## src/rtl/instr_encoder_if.sv

```systemverilog
// Request/response bundle for the RV32I instruction encoder.
// The master side issues decoded requests and consumes encoded words.
interface instr_encoder_if;
    logic        in_valid;
    logic        in_ready;
    logic [2:0]  fmt;
    logic [4:0]  rd;
    logic [4:0]  rs1;
    logic [4:0]  rs2;
    logic [2:0]  funct3;
    logic [31:0] imm;
    logic        out_valid;
    logic        out_ready;
    logic [31:0] out_instr;
    logic        out_err;

    modport master (
        output in_valid, fmt, rd, rs1, rs2, funct3, imm, out_ready,
        input  in_ready, out_valid, out_instr, out_err
    );

    modport slave (
        input  in_valid, fmt, rd, rs1, rs2, funct3, imm, out_ready,
        output in_ready, out_valid, out_instr, out_err
    );
endinterface

```

## src/rtl/instr_encoder.sv

```systemverilog
// Builds RV32I instruction words from decoded fields, flags out-of-range immediates,
// and queues results in a small valid/ready output FIFO.
module instr_encoder #(
    parameter int unsigned FIFO_DEPTH = 2,
    parameter int unsigned CNT_W      = 16
) (
    input  logic             clk,
    input  logic             rst,
    instr_encoder_if.slave   bus,
    output logic [CNT_W-1:0] enc_cnt,
    output logic [CNT_W-1:0] err_cnt
);
    localparam int unsigned PTR_W = $clog2(FIFO_DEPTH);
    localparam logic [PTR_W:0] FullCnt = (PTR_W + 1)'(FIFO_DEPTH);

    typedef enum logic [2:0] {
        FmtLoad   = 3'd0,
        FmtStore  = 3'd1,
        FmtOpImm  = 3'd2,
        FmtBranch = 3'd3,
        FmtJal    = 3'd4,
        FmtJalr   = 3'd5,
        FmtAuipc  = 3'd6,
        FmtLui    = 3'd7
    } fmt_e;

    localparam logic [6:0] OpLoad   = 7'b0000011;
    localparam logic [6:0] OpStore  = 7'b0100011;
    localparam logic [6:0] OpOpImm  = 7'b0010011;
    localparam logic [6:0] OpBranch = 7'b1100011;
    localparam logic [6:0] OpJal    = 7'b1101111;
    localparam logic [6:0] OpJalr   = 7'b1100111;
    localparam logic [6:0] OpAuipc  = 7'b0010111;
    localparam logic [6:0] OpLui    = 7'b0110111;

    logic [31:0] imm;
    logic [31:0] enc_instr;
    logic        enc_err;
    logic        imm12_ok;
    logic        imm13_ok;
    logic        imm21_ok;
    logic        upper_ok;

    assign imm = bus.imm;

    // A sign-extended N-bit immediate has all bits above N-2 equal to the sign bit.
    assign imm12_ok = (&imm[31:11]) | ~(|imm[31:11]);
    assign imm13_ok = ((&imm[31:12]) | ~(|imm[31:12])) & ~imm[0];
    assign imm21_ok = ((&imm[31:20]) | ~(|imm[31:20])) & ~imm[0];
    assign upper_ok = ~(|imm[11:0]);

    always_comb begin
        enc_instr = '0;
        enc_err   = 1'b0;
        unique case (fmt_e'(bus.fmt))
            FmtLoad: begin
                enc_instr = {imm[11:0], bus.rs1, bus.funct3, bus.rd, OpLoad};
                enc_err   = ~imm12_ok;
            end
            FmtStore: begin
                enc_instr = {imm[11:5], bus.rs2, bus.rs1, bus.funct3, imm[4:0], OpStore};
                enc_err   = ~imm12_ok;
            end
            FmtOpImm: begin
                enc_instr = {imm[11:0], bus.rs1, bus.funct3, bus.rd, OpOpImm};
                enc_err   = ~imm12_ok;
            end
            FmtBranch: begin
                enc_instr = {imm[12], imm[10:5], bus.rs2, bus.rs1, bus.funct3, imm[4:1], imm[11],
                             OpBranch};
                enc_err   = ~imm13_ok;
            end
            FmtJal: begin
                enc_instr = {imm[20], imm[10:1], imm[11], imm[19:12], bus.rd, OpJal};
                enc_err   = ~imm21_ok;
            end
            FmtJalr: begin
                enc_instr = {imm[11:0], bus.rs1, 3'b000, bus.rd, OpJalr};
                enc_err   = ~imm12_ok;
            end
            FmtAuipc: begin
                enc_instr = {imm[31:12], bus.rd, OpAuipc};
                enc_err   = ~upper_ok;
            end
            FmtLui: begin
                enc_instr = {imm[31:12], bus.rd, OpLui};
                enc_err   = ~upper_ok;
            end
            default: begin
                enc_instr = '0;
                enc_err   = 1'b0;
            end
        endcase
    end

    // Each entry holds {err, instr}.
    logic [32:0]      mem_q [FIFO_DEPTH];
    logic [32:0]      mem_d [FIFO_DEPTH];
    logic [PTR_W-1:0] wr_ptr_q, wr_ptr_d;
    logic [PTR_W-1:0] rd_ptr_q, rd_ptr_d;
    logic [PTR_W:0]   count_q, count_d;
    logic [CNT_W-1:0] enc_cnt_q, enc_cnt_d;
    logic [CNT_W-1:0] err_cnt_q, err_cnt_d;
    logic             full;
    logic             push;
    logic             pop;

    assign full          = (count_q == FullCnt);
    assign bus.in_ready  = ~full & ~rst;
    assign bus.out_valid = (count_q != '0);
    assign bus.out_instr = bus.out_valid ? mem_q[rd_ptr_q][31:0] : 32'h0;
    assign bus.out_err   = bus.out_valid & mem_q[rd_ptr_q][32];
    assign push          = bus.in_valid & bus.in_ready;
    assign pop           = bus.out_valid & bus.out_ready;
    assign enc_cnt       = enc_cnt_q;
    assign err_cnt       = err_cnt_q;

    always_comb begin
        mem_d     = mem_q;
        wr_ptr_d  = wr_ptr_q;
        rd_ptr_d  = rd_ptr_q;
        count_d   = count_q;
        enc_cnt_d = enc_cnt_q;
        err_cnt_d = err_cnt_q;
        if (push) begin
            mem_d[wr_ptr_q] = {enc_err, enc_instr};
            wr_ptr_d        = wr_ptr_q + 1'b1;
            enc_cnt_d       = enc_cnt_q + 1'b1;
            if (enc_err && !(&err_cnt_q)) begin
                err_cnt_d = err_cnt_q + 1'b1;
            end
        end
        if (pop) begin
            rd_ptr_d = rd_ptr_q + 1'b1;
        end
        case ({push, pop})
            2'b10:   count_d = count_q + 1'b1;
            2'b01:   count_d = count_q - 1'b1;
            default: count_d = count_q;
        endcase
    end

    always_ff @(posedge clk or posedge rst) begin
        if (rst) begin
            mem_q     <= '{default: '0};
            wr_ptr_q  <= '0;
            rd_ptr_q  <= '0;
            count_q   <= '0;
            enc_cnt_q <= '0;
            err_cnt_q <= '0;
        end else begin
            mem_q     <= mem_d;
            wr_ptr_q  <= wr_ptr_d;
            rd_ptr_q  <= rd_ptr_d;
            count_q   <= count_d;
            enc_cnt_q <= enc_cnt_d;
            err_cnt_q <= err_cnt_d;
        end
    end
endmodule

```

## src/flat_wrapper.sv

```systemverilog
// flat-port wrapper written by rule: the top's interface ports become plain ports
module instr_encoder_flat 
#(
    parameter int unsigned FIFO_DEPTH = 2,
    parameter int unsigned CNT_W      = 16
)
  (clk, rst, enc_cnt, err_cnt, bus_in_valid, bus_fmt, bus_rd, bus_rs1, bus_rs2, bus_funct3, bus_imm, bus_out_ready, bus_in_ready, bus_out_valid, bus_out_instr, bus_out_err);
  instr_encoder_if bus_i ();
  input  logic clk;
  input  logic rst;
  output logic [CNT_W-1:0] enc_cnt;
  output logic [CNT_W-1:0] err_cnt;
  input wire logic [$bits(bus_i.in_valid)-1:0] bus_in_valid;
  input wire logic [$bits(bus_i.fmt)-1:0] bus_fmt;
  input wire logic [$bits(bus_i.rd)-1:0] bus_rd;
  input wire logic [$bits(bus_i.rs1)-1:0] bus_rs1;
  input wire logic [$bits(bus_i.rs2)-1:0] bus_rs2;
  input wire logic [$bits(bus_i.funct3)-1:0] bus_funct3;
  input wire logic [$bits(bus_i.imm)-1:0] bus_imm;
  input wire logic [$bits(bus_i.out_ready)-1:0] bus_out_ready;
  output wire logic [$bits(bus_i.in_ready)-1:0] bus_in_ready;
  output wire logic [$bits(bus_i.out_valid)-1:0] bus_out_valid;
  output wire logic [$bits(bus_i.out_instr)-1:0] bus_out_instr;
  output wire logic [$bits(bus_i.out_err)-1:0] bus_out_err;
  assign bus_i.in_valid = bus_in_valid;
  assign bus_i.fmt = bus_fmt;
  assign bus_i.rd = bus_rd;
  assign bus_i.rs1 = bus_rs1;
  assign bus_i.rs2 = bus_rs2;
  assign bus_i.funct3 = bus_funct3;
  assign bus_i.imm = bus_imm;
  assign bus_i.out_ready = bus_out_ready;
  assign bus_in_ready = bus_i.in_ready;
  assign bus_out_valid = bus_i.out_valid;
  assign bus_out_instr = bus_i.out_instr;
  assign bus_out_err = bus_i.out_err;
  instr_encoder #(.FIFO_DEPTH(FIFO_DEPTH), .CNT_W(CNT_W)) u_core (.clk(clk), .rst(rst), .bus(bus_i), .enc_cnt(enc_cnt), .err_cnt(err_cnt));
endmodule
```

## config.mk

```make
export PLATFORM = sky130hd
export DESIGN_NAME = instr_encoder_flat
export DESIGN_NICKNAME = d
export VERILOG_FILES = /design/src/rtl/instr_encoder_if.sv /design/src/rtl/instr_encoder.sv /design/src/flat_wrapper.sv
export SDC_FILE = /design/constraint.sdc
export NUM_CORES = 1
export LEC_CHECK = 0
export ABC_AREA = 1
export ABC_CLOCK_PERIOD_IN_PS = 4100
export CORE_MARGIN = 10
export CORE_UTILIZATION = 51
export CTS_BUF_LIST = sky130_fd_sc_hd__clkbuf_4 sky130_fd_sc_hd__clkbuf_8 sky130_fd_sc_hd__clkbuf_16
export DETAILED_ROUTE_END_ITERATION = 7
export PLACE_DENSITY = 0.81
export SETUP_SLACK_MARGIN = 0.05
export SYNTH_ARGS = -nofsm -noshare
export SYNTH_HDL_FRONTEND = slang
export SYNTH_SLANG_ARGS = --single-unit
```

## constraint.sdc

```tcl
create_clock -name clk -period 4.1 [get_ports clk]
set_clock_uncertainty 0.2 [all_clocks]
set_input_delay 0.41 -clock clk [delete_from_list [all_inputs] [get_ports clk]]
set_output_delay 0.41 -clock clk [all_outputs]
set_load 0.02 [all_outputs]
```

==> results.cfg, run 1 <==
[status]
run_status = finished, final reports clean

[grt]
grt_overflow = 0
grt_max_degree = 70
grt_pass1_vias = 5195
grt_antenna_before_repair = 0
grt_pass1_wl_um = 25800
track_usage = 0.209

[sta]
period_needed_ns = 3.14
worst_slew_pin_slew_ns = 0.852
layout_worst_path_cycle_share = 0.767
maxSlewHeadroom = 0.432
drv_slew = 0
rsz0062_at_grt = no
final-hold-violation-count = 0
max_freq_mhz = 318
fin_setup_tns_ns = 0
setup_viol = 0

[yosys]
ys.warnings.count = 0
synth_cells = 743
yosys_register_bits = 100
synth_xor_area_frac = 0.0461
synth_mux_area_frac = 0.00204
syn-num-nets = 803
synth_fa_ha_area_frac = 0.00681
synth_top_family_by_area = simple AND/OR/NAND/NOR gates
avgSynthCellArea_sq_um = 7.42
synthSimpleGateAreaFrac = 0.294
syn_area_sq_um = 5510
synth_compound_area_frac = 0.116
ys_types = 35
seq_area_frac_synth = 0.454

[routing]
dr.pass1.iters = 6
vias = 5315
drt_iter0_drc = 403
drc_errors = 0
wl_um = 15800
vias_per_cell = 5.34
wl_per_cell_um = 15.9
ant_nets = 0

[critical_path]
max_stage_delay_ns = 0.65
r2r-end = u_core.err_cnt[2]$_DFFE_PP0P_
path_cells = nor2_1, inv_1, buf_4, o21ai_0, a21oi_1, clkdlybuf4s50_1
cp_top_family = buffers and inverters
r2r_cells = 7
start_kind = register
path_class = reg -> out
crit_path_top_delay_cell = clkdlybuf4s50_1
path_buf_inv = 3
r2r_setup_slack_ns = 1.91
cp.required_ns = 3.49
arrival_ns = 2.53
r2r-start = u_core.count_q[0]$_DFFE_PP0P_
crit_fanout = 20
end_kind = output port

[min_path]
holdPathStages = 2
hp-start = u_core.mem_q[1]$_DFFE_PP0P_
min_path_type = reg -> reg
hold_end = u_core.mem_q[1]$_DFFE_PP0P_

[die]
coreArea_sq_um = 10400
io_pins = 124
start_util = 0.529
die_y_um = 124
dieWidth_um = 124
dieArea_sq_um = 15400
std_cell_rows = 37

[pwr]
ir_drop_v = 0.000417
p_clk_frac = 0.157
power_frac_comb = 0.497
power_switching_mw = 1.83
switching_share = 0.412
p_per_area_nw_per_um2 = 629
leakage_nw = 3.31
p_int_mw = 2.61
p_seq_frac = 0.346

[placed_design]
hpwl_um = 11800
placed_cells = 979
gp_congestion = 1.04
place.port_buffers = 123

[clock_tree]
clk_pin_slew_worst_paths_ns = 0.09
cts.repair.resized = 0
cts-buffers-inserted = 9
clockBufferDepth = 2
cts_tree = done
cts_hold_buf = 0
clock_sinks = 100
post_cts_buffers = 0
cts_max_level = 3
cts_root_buffer = clkbuf_8
worstSkewPairLatency_ns = 0.38

[final_layout]
fin_nets = 914
num_antenna_cells = 0
drive_gt1_frac = 0.0547
post-route-util = 0.677
stdcell_count = 995
areaGrowthSynthToFinish_pct = 28.0

[run]
drv.max_cap_violation_count = 0
flip-flops by register name, summed over array words and instances, names as in the netlist:
| name | count |
|---|---|
| u_core.count_q | 2 |
| u_core.enc_cnt | 16 |
| u_core.err_cnt | 16 |
| u_core.mem_q | 64 |
| u_core.rd_ptr_q | 1 |
| u_core.wr_ptr_q | 1 |
power groups by stage:
stage	clock [mW]	sequential, mW	combinational (mW)
2_1_floorplan	0	1.56	1.22
3_3_place_gp	0	1.53	2.18
3_5_place_dp	0	1.55	2.22
4_1_cts	0.712	1.53	2.23
5_1_grt	0.746	1.57	2.42
6_report	0.699	1.53	2.21
synthesized netlist by cell type:
cell type,count,area share
and3_1,1,0.0011
o2111ai_1,1,0.0016
nor2_1,48,0.033
nor2_4,4,0.0082
o311ai_0,1,0.0016
mux2_2,1,0.0020
and2_1,1,0.0011
nand3_2,1,0.0018
xnor2_1,11,0.017
nand4_2,1,0.0023
clkinv_1,1,0.00068
inv_1,76,0.052
nor2_2,2,0.0023
o21ai_0,78,0.071
dfrtp_1,100,0.45
nand3_4,1,0.0032
ha_1,3,0.0068
o211ai_1,4,0.0054
buf_2,9,0.0082
nor3_2,3,0.0054
a21oi_4,1,0.0030
a21oi_1,35,0.032
nand2_2,2,0.0023
a32o_1,1,0.0018
nand4_1,24,0.027
or2_2,1,0.0011
xor2_1,18,0.029
buf_4,5,0.0068
clkbuf_1,17,0.012
inv_2,3,0.0020
nand2b_1,1,0.0011
nand3_1,24,0.022
nand2_4,1,0.0020
nand2_1,256,0.17
nor3_1,7,0.0064
per-layer routing:
layer	GRT usage	vias to the layer above	wire length, um
met3	0.0507	22	1140
met4	0.0604	0	215
li1	-	2584	-
met1	0.252	2527	6410
met2	0.364	182	8080
met5	0	-	0
logic make-up (layout without fill, tap and decap cells):
| group | after synthesis | after routing |
|---|---|---|
| adder cells (fa/ha/maj) | 3 | 3 |
| buffers and inverters | 111 | 227 |
| XOR/XNOR | 29 | 29 |
| flip-flops | 100 | 100 |
| multiplexers | 1 | 1 |
| AND/OR/NAND/NOR | 378 | 378 |
| AO/OA/AOI/OAI | 121 | 121 |
placed cells by master (no fill, tap or decap), types with 18 or more instances in the layout:
cell,instances
dfrtp_1,100
inv_1,75
a21oi_1,35
clkdlybuf4s50_1,123
nand3_1,24
nor2_1,47
o21ai_0,78
nand2_1,256
nand4_1,24
xor2_1,18
worst reg2reg max path, delay by kind of cell (launching register included):
kind,cells,cell delay [ns]
buffers and inverters,2,0.59
AOI/OAI and AO/OA,1,0.06
and+or+nand+nor,4,0.84
DFF,1,0.44
final cells by class:
type,count,area [sq um]
Fill cell,919,3360
Multi-Input combinational cell,532,2570
Sequential cell,100,2500
Timing Repair Buffer,131,1290
Inverter,80,303
Tap cell,136,170
Clock buffer,9,124
Clock inverter,7,97.6
per-stage QoR:
step | cell area [sq um] | power [mW] | hold WS, ns | setup slack, ns
2_1_floorplan | 5510 | 2.79 | 0.223 | 0.871
3_3_place_gp | 6830 | 3.71 | 0.236 | 1.37
3_5_place_dp | 6830 | 3.77 | 0.243 | 1.22
4_1_cts | 7060 | 4.48 | 0.268 | 0.963
5_1_grt | 7060 | 4.74 | 0.288 | 0.814
6_report | 7060 | 4.44 | 0.266 | 0.957
worst max path at each step:
stage,cells after the start,end,from
after floorplan,1,u_core.count_q[0]$_DFFE_PP0P_,rst
after global placement,8,u_core.err_cnt[1]$_DFFE_PP0P_,bus_fmt[2]
after detailed placement,8,u_core.err_cnt[4]$_DFFE_PP0P_,bus_fmt[2]
after CTS,6,bus_out_instr[3],u_core.count_q[1]$_DFFE_PP0P_
after global routing,6,bus_out_instr[3],u_core.count_q[1]$_DFFE_PP0P_
final,6,bus_out_instr[3],u_core.count_q[1]$_DFFE_PP0P_
Power figures use the tool's default switching activity.
==> run 2, diff against run 1 <==
ABC_CLOCK_PERIOD_IN_PS = 3200   (was 4100)
clock period = 3.2 ns   (was 4.1 ns; I/O delays follow)
==> run 2 against run 1 <==
  * Clock power increased by 9.3%
  * Power grew 26%
  * Non-clock buffer count unchanged
  * Sequential power increased by 30%
  * Core utilization hardly changed
  * Register-to-register slack lost 0.98 ns
  * Largest cell class unchanged
  * Highest routed layer unchanged
  * First-iteration DRC count increased by 11%
  * Critical path type unchanged
  * Critical path depth stayed put
==> results.cfg, run 2 (synthesis results as in run 1) <==
[clock_tree]
cts_root_buffer = clkbuf_8
cts_hold_buf = 0
post_cts_buffers = 0
clockBufferDepth = 2
cts_tree = done
worstSkewPairLatency_ns = 0.37
cts-buffers-inserted = 9
clock_sinks = 100
clk_pin_slew_worst_paths_ns = 0.10
cts_max_level = 3
cts.repair.resized = 0

[sta]
period_needed_ns = 2.79
fin_setup_tns_ns = 0
max_freq_mhz = 358
setup_viol = 0
worst_slew_pin_slew_ns = 0.784
final-hold-violation-count = 0
layout_worst_path_cycle_share = 0.872
drv_slew = 0
rsz0062_at_grt = no
maxSlewHeadroom = 0.478
hold-worst-slack_ns = 0.259

[placed_design]
hpwl_um = 11700
placed_cells = 979
gp_congestion = 1.03
place.port_buffers = 123

[pwr]
ir_drop_v = 0.000524
p_per_area_nw_per_um2 = 793
power_mw = 5.59
leakage_nw = 3.29

[routing]
top_layer_used = met4
wl_per_cell_um = 15.8
m1WireLength_um = 6660
ant_nets = 0
met3_length_um = 1090
drt_iter0_drc = 446
vias_per_cell = 5.36
dr.pass1.iters = 6
wl_um = 15700
vias = 5336
dr_wl_met2_um = 7650
drc_errors = 0

[final_layout]
post-route-util = 0.677
areaGrowthSynthToFinish_pct = 27.9
fin_nets = 914
layout_commonest_cell = nand2_1
ff_latch_area_sq_um = 2500
fillers = 886
stdcell_count = 995
num_antenna_cells = 0
multi_input_area_sq_um = 2570
drive_gt1_frac = 0.0547
final_cell_mix = 256 x nand2_1, 123 x clkdlybuf4s50_1, 100 x dfrtp_1
largest_reg_flops = 64
regMostFlops = u_core.mem_q

[grt]
track_usage = 0.208
grt_pass1_wl_um = 25800
grt_antenna_before_repair = 0
grt_pass1_vias = 5169
grt_max_degree = 64
grt_overflow = 0

[run]
drv.max_cap_violation_count = 0

[die]
coreArea_sq_um = 10400
dieWidth_um = 124
io_pins = 124
dieArea_sq_um = 15400
start_util = 0.529
die_y_um = 124
std_cell_rows = 37

[critical_path]
cp.required_ns = 2.68
crit_path_top_delay_cell = clkdlybuf4s50_1
crit_fanout = 21
path_cells = nor2_1, inv_1, buf_4, o21ai_0, a21oi_1, clkdlybuf4s50_1
arrival_ns = 2.27
end_kind = output port
start_kind = register
path_class = reg -> out
max_stage_delay_ns = 0.65

[status]
run_status = finished, final reports clean

[min_path]
min_path_type = reg -> reg
-- run 2: final cells by class --
| cell class | instances | area share |
|---|---|---|
| Clock inverter | 6 | 0.00692 |
| Tap cell | 136 | 0.0241 |
| Timing Repair Buffer | 131 | 0.188 |
| Inverter | 80 | 0.0429 |
| Clock buffer | 10 | 0.0186 |
| Multi-Input combinational cell | 532 | 0.364 |
| Sequential cell | 100 | 0.355 |
-- run 2: final timing paths --
check                                                   start                            end  slack, ns  cells after the start
worst min-delay path              u_core.mem_q[1]$_DFFE_PP0P_    u_core.mem_q[1]$_DFFE_PP0P_       0.26                      2
worst max-delay path            u_core.count_q[0]$_DFFE_PP0P_               bus_out_instr[3]       0.41                      6
min in group asynchronous                                 rst  u_core.enc_cnt[2]$_DFFE_PP0P_       0.33                      2
worst max register to register  u_core.err_cnt[0]$_DFFE_PP0P_  u_core.err_cnt[8]$_DFFE_PP0P_       0.93                      7
max in group asynchronous                                 rst   u_core.mem_q[54]$_DFFE_PP0P_       1.79                      3
worst min register to register    u_core.mem_q[1]$_DFFE_PP0P_    u_core.mem_q[1]$_DFFE_PP0P_       0.26                      2
-- run 2: per-layer routing --
| metal | global-route usage | vias up |
|---|---|---|
| li1 | - | 2580 |
| met1 | 0.266 | 2504 |
| met2 | 0.348 | 223 |
| met3 | 0.0376 | 29 |
| met4 | 0.0698 | 0 |
| met5 | 0 | - |
-- run 2: power breakdown --
part,total (mW),internal [mW],leakage (nW),switching (mW)
Clock,0.764,0.299,0.0829,0.465
Sequential,1.99,1.71,1.26,0.272
Combinational,2.84,1.21,1.95,1.64
-- run 2: stage by stage --
| step | setup slack (ns) | area [sq um] |
|---|---|---|
| after CTS | 0.401 | 7050 |
| after global routing | 0.269 | 7050 |
| final | 0.408 | 7050 |
| after detailed placement | 0.640 | 6870 |
| after global placement | 0.756 | 6870 |
| after floorplan | 0.0612 | 5510 |
-- run 2: worst max-delay path: cells and delay by family (launching register included) --
family	cells	cell delay (ns)
flops	1	0.46
simple gates	1	0.11
buf+inv	3	0.97
compound gates	2	0.35
==> run 3, diff against run 2 <==
SKIP_CTS_REPAIR_TIMING = 1   (was unset)
==> results of run 3 <==
No change in the layout: final DEF, timing and power equal those of run 2.
